==> src/rtl/modn_scan_counter_pkg.sv <==
// modn_scan_counter_pkg: shared width helper and select polarity constants
package modn_scan_counter_pkg;
  localparam bit SEL_ACTIVE_LOW = 1'b1;
  localparam bit SEL_ACTIVE_HIGH = 1'b0;
  function automatic int clog2(input int v);
    int r;
    r = 0;
    while ((1 << r) < v) r++;
    return (r < 1) ? 1 : r;
  endfunction
endpackage

==> src/rtl/modn_scan_counter_tick.sv <==
// tick_gen: clock-enable prescaler emitting one tick every DIV enabled cycles
module tick_gen
  import modn_scan_counter_pkg::*;
#(
  parameter int DIV = 1
) (
  input  logic clk,
  input  logic rst,
  input  logic en,
  input  logic clr,
  output logic tick
);
  localparam int PW = clog2(DIV);
  localparam logic [PW-1:0] LAST = PW'(DIV - 1);
  logic [PW-1:0] pre;
  always_ff @(posedge clk)
    if (rst || clr) pre <= '0;
    else if (en) pre <= (pre == LAST) ? '0 : pre + PW'(1);
  assign tick = en & (pre == LAST);
endmodule

==> src/rtl/modn_scan_counter.sv <==
// modn_scan_counter: prescaled mod-N up/down counter with load, cascade tc and one-hot select
module modn_scan_counter
  import modn_scan_counter_pkg::*;
#(
  parameter int MOD = 4,
  parameter int DIV = 1,
  parameter bit SEL_ACT_LOW = SEL_ACTIVE_LOW
) (
  input  logic           clk,
  input  logic           rst,
  input  logic           en,
  input  logic           up,
  input  logic           load,
  input  logic [clog2(MOD)-1:0] load_val,
  output logic [clog2(MOD)-1:0] out,
  output logic           tick,
  output logic           tc,
  output logic [MOD-1:0] sel
);
  localparam int W = clog2(MOD);
  localparam logic [W-1:0] MAX = W'(MOD - 1);
  localparam bit ON = (SEL_ACT_LOW == SEL_ACTIVE_HIGH);
  logic [W-1:0] nxt;
  tick_gen #(.DIV(DIV)) u_tick (.clk(clk), .rst(rst), .en(en), .clr(load), .tick(tick));
  assign tc = tick & ~load & (up ? (out == MAX) : (out == '0));
  always_comb begin
    nxt = out;
    if (load) nxt = (int'(load_val) > MOD - 1) ? MAX : load_val;
    else if (tick) nxt = up ? ((out == MAX) ? '0 : out + W'(1)) : ((out == '0) ? MAX : out - W'(1));
  end
  always_ff @(posedge clk)
    if (rst) out <= '0;
    else out <= nxt;
  for (genvar i = 0; i < MOD; i++) begin : g_sel
    assign sel[i] = (out == W'(i)) ? ON : ~ON;
  end
endmodule
==> config.mk <==
export PLATFORM = sky130hd
export DESIGN_NAME = modn_scan_counter
export DESIGN_NICKNAME = d
export VERILOG_FILES = /design/src/rtl/modn_scan_counter_pkg.sv /design/src/rtl/modn_scan_counter_tick.sv /design/src/rtl/modn_scan_counter.sv
export SDC_FILE = /design/constraint.sdc
export NUM_CORES = 1
export LEC_CHECK = 0
export ABC_AREA = 1
export BUFFER_PORTS_ARGS = -buffer_cell sky130_fd_sc_hd__buf_2
export CAP_MARGIN = 30
export CELL_PAD_IN_SITES_DETAIL_PLACEMENT = 1
export CELL_PAD_IN_SITES_GLOBAL_PLACEMENT = 2
export CORE_AREA = 3 3 40 42
export CTS_CLUSTER_DIAMETER = 80
export CTS_CLUSTER_SIZE = 16
export DETAILED_ROUTE_END_ITERATION = 8
export DIE_AREA = 0 0 43 45
export PLACE_DENSITY_LB_ADDON = 0.05
export SLEW_MARGIN = 10
export SYNTH_ARGS = -nofsm -noshare
export SYNTH_HDL_FRONTEND = slang
export SYNTH_SLANG_ARGS = --single-unit
==> constraint.sdc <==
create_clock -name clk -period 3.4 [get_ports clk]
set_clock_uncertainty 0.1 [all_clocks]
set_input_delay 0.17 -clock clk [delete_from_list [all_inputs] [get_ports clk]]
set_output_delay 0.17 -clock clk [all_outputs]
set_load 0.01 [all_outputs]
==> metrics.txt <==
status=complete, no violations; worst hold path type=in -> reg; unrepaired setup endpoints after global routing=no; biggest regs=out x2; drt pass-1 iters=1; R2R Setup Slk=2100 ps; Setup crit start kind=register; number of CTS-inserted buffers=3; Slowest-stage cell, CP=dfxtp_1; Sequential Area=40.0 um^2; Final GP Congestion=0.620; Die ar.=0.00194 mm^2; CTS H-Tree Depth=1; Max VDD drop=128 uV; DRT Wirelength=526 um; clk sinks=2; CP top delay family=flip-flops; CTS tree=done; CTS Root Cell=clkbuf_4; via count=244; total gr overflow=0; Seq/Total Area, Yosys=18.9%; Total Routing Usage GR=6.48%; DRC=0; count of pins over their slew limit=0; count of input and output buffers=14; number of DRC markers in iteration 0=0; vias in the first global route=238; ranking of synthesized cells by area=ha_1, inv_1, dfxtp_1, nand2_1, a21oi_1; fmax=700 MHz; Area Growth Syn to Fin=49.1%; largest net degree at the start of global routing=6; P_leak=0.199 nW; critical path endpoint category=output pin; # rows=13; Hold Fails Final Rpt=0; Tcrit/Tclk final=42.0%; buffer count from post-CTS setup fixing=0; Cell variety after synth=10; drt via density=3.70; CTS Buffer Depth=2; crit path max fanout=5; antenna violation net count after detailed routing=0; arrival time at the worst endpoint=1160 ps; share of layout cells above drive strength 1=35.3%; syn_nets=46; hpwl dp=491 um; Final nets=64; post-CTS sizing=0; Setup Total Neg Slack=0 ps; Clock Pin Slew Worst Setup and Hold Paths=30 ps; critical path class=reg -> out; Syn. warnings=0; Cells after Synth=35; diode count=0; wire length per cell=7.97 um; Worst Path Required=3130 ps; hold_buf cts=0; Clock Latency Late Sink=220 ps; post-synth top area share=23.7%; cell mode on critical path=inv_1; final setup fails=0; height of the die=45 um; Fin Hold WS=18.6 ps; number of max-cap violations=0; cells along the critical path=inv_1 -> ha_1 -> inv_1 -> a21oi_1 -> buf_2; initial antenna violation count=0; max reg flops=2; Slew @ Worst Pin=164 ps; Slew HR=89.1%; #FFs+latches synth=2; first-pass GRT wire length=966 um; P per Cell Area=338 mW/mm^2; core footprint=0.00128 mm^2; multi-input combinational cell area=119 um^2; Buf+Inv Stages, Crit Path=3; Yosys top cell by area=ha_1; Top reg by flops=out; Syn Area/Cell=6.04 um^2; initial core utilization=16.5%; fillers=182; crit path time final=1430 ps; post-synthesis cell area=211 um^2; CP max stage delay=380 ps; Die Width=43 um; IO Count=15
==> stage by stage <==
step | power (mW) | std cells | worst slack [ps] | utilization, % | cell area, um^2
2_1_floorplan | 0.0447 | 35 | 2140 | - | 211
3_3_place_gp | 0.0572 | 63 | 2110 | 22.8 | 293
3_5_place_dp | 0.0575 | 63 | 2080 | 22.8 | 293
4_1_cts | 0.111 | 66 | 1940 | 24.5 | 315
5_1_grt | 0.119 | 66 | 1860 | 24.5 | 315
6_report | 0.106 | 66 | 1970 | 24.5 | 315
==> worst register-to-register path, stage by stage (launching register included) <==
cell and delay [ps]:
dfxtp_1 380, inv_1 100, ha_1 310, inv_1 60, nand2_1 40, nand2_1 50
nand2_1 50, a21oi_1 130
==> placed cells by master (no fill, tap or decap) <==
cell / netlist / layout
a21oi_1: 3 / 3
buf_2: 0 / 14
clkbuf_4: 0 / 3
dfxtp_1: 2 / 2
ha_1: 4 / 4
inv_1: 12 / 12
nand2_1: 9 / 9
nand3_1: 1 / 1
nor2_1: 1 / 1
nor2_2: 1 / 1
o21ai_0: 1 / 1
==> synthesized netlist by cell type, drive strengths merged <==
| library cell | number |
|---|---|
| inv | 12 |
| a21oi | 3 |
| buf | 1 |
| ha | 4 |
| nand2 | 9 |
| o21ai | 1 |
| nand3 | 1 |
| dfxtp | 2 |
| nor2 | 2 |
==> cell type report <==
cell class	count	share of cell area [%]
multi-input cells	20	37.7
repair buffers	14	22.2
inverters	12	14.3
flip-flops and latches	2	12.7
clock buffers	3	7.14
well taps	15	5.95
==> where the power goes <==
group | total, mW | internal [mW] | switching, mW
registers | 0.0276 | 0.0254 | 0.00216
clock network | 0.0503 | 0.0388 | 0.0115
logic | 0.0285 | 0.0124 | 0.0161
total | 0.106 | 0.0766 | 0.0298
==> layer usage <==
metal | global-route usage (%) | vias to the layer above | wire, um
met5 | 0 | - | 0
met3 | 3.19 | 0 | 56
met2 | 10.8 | 10 | 245
met1 | 7.42 | 104 | 224
li1 | - | 130 | -
met4 | 1.81 | 0 | 0
==> worst paths after layout <==
path | startpoint | endpoint | depth (start not counted)
max | out[0] | tc | 5
min reg2reg | out[1] | out[1] | 2
max reg2reg | out[0] | out[1] | 7
min | rst | out[1] | 2
==> kinds of logic after synthesis <==
logic type	share of synthesized area, %
buffers and inverters	24.9
AOI/OAI and AO/OA	9.46
adders and majority gates	23.7
and+or+nand+nor	23.1
DFF	18.9
Power figures use the tool's default switching activity.
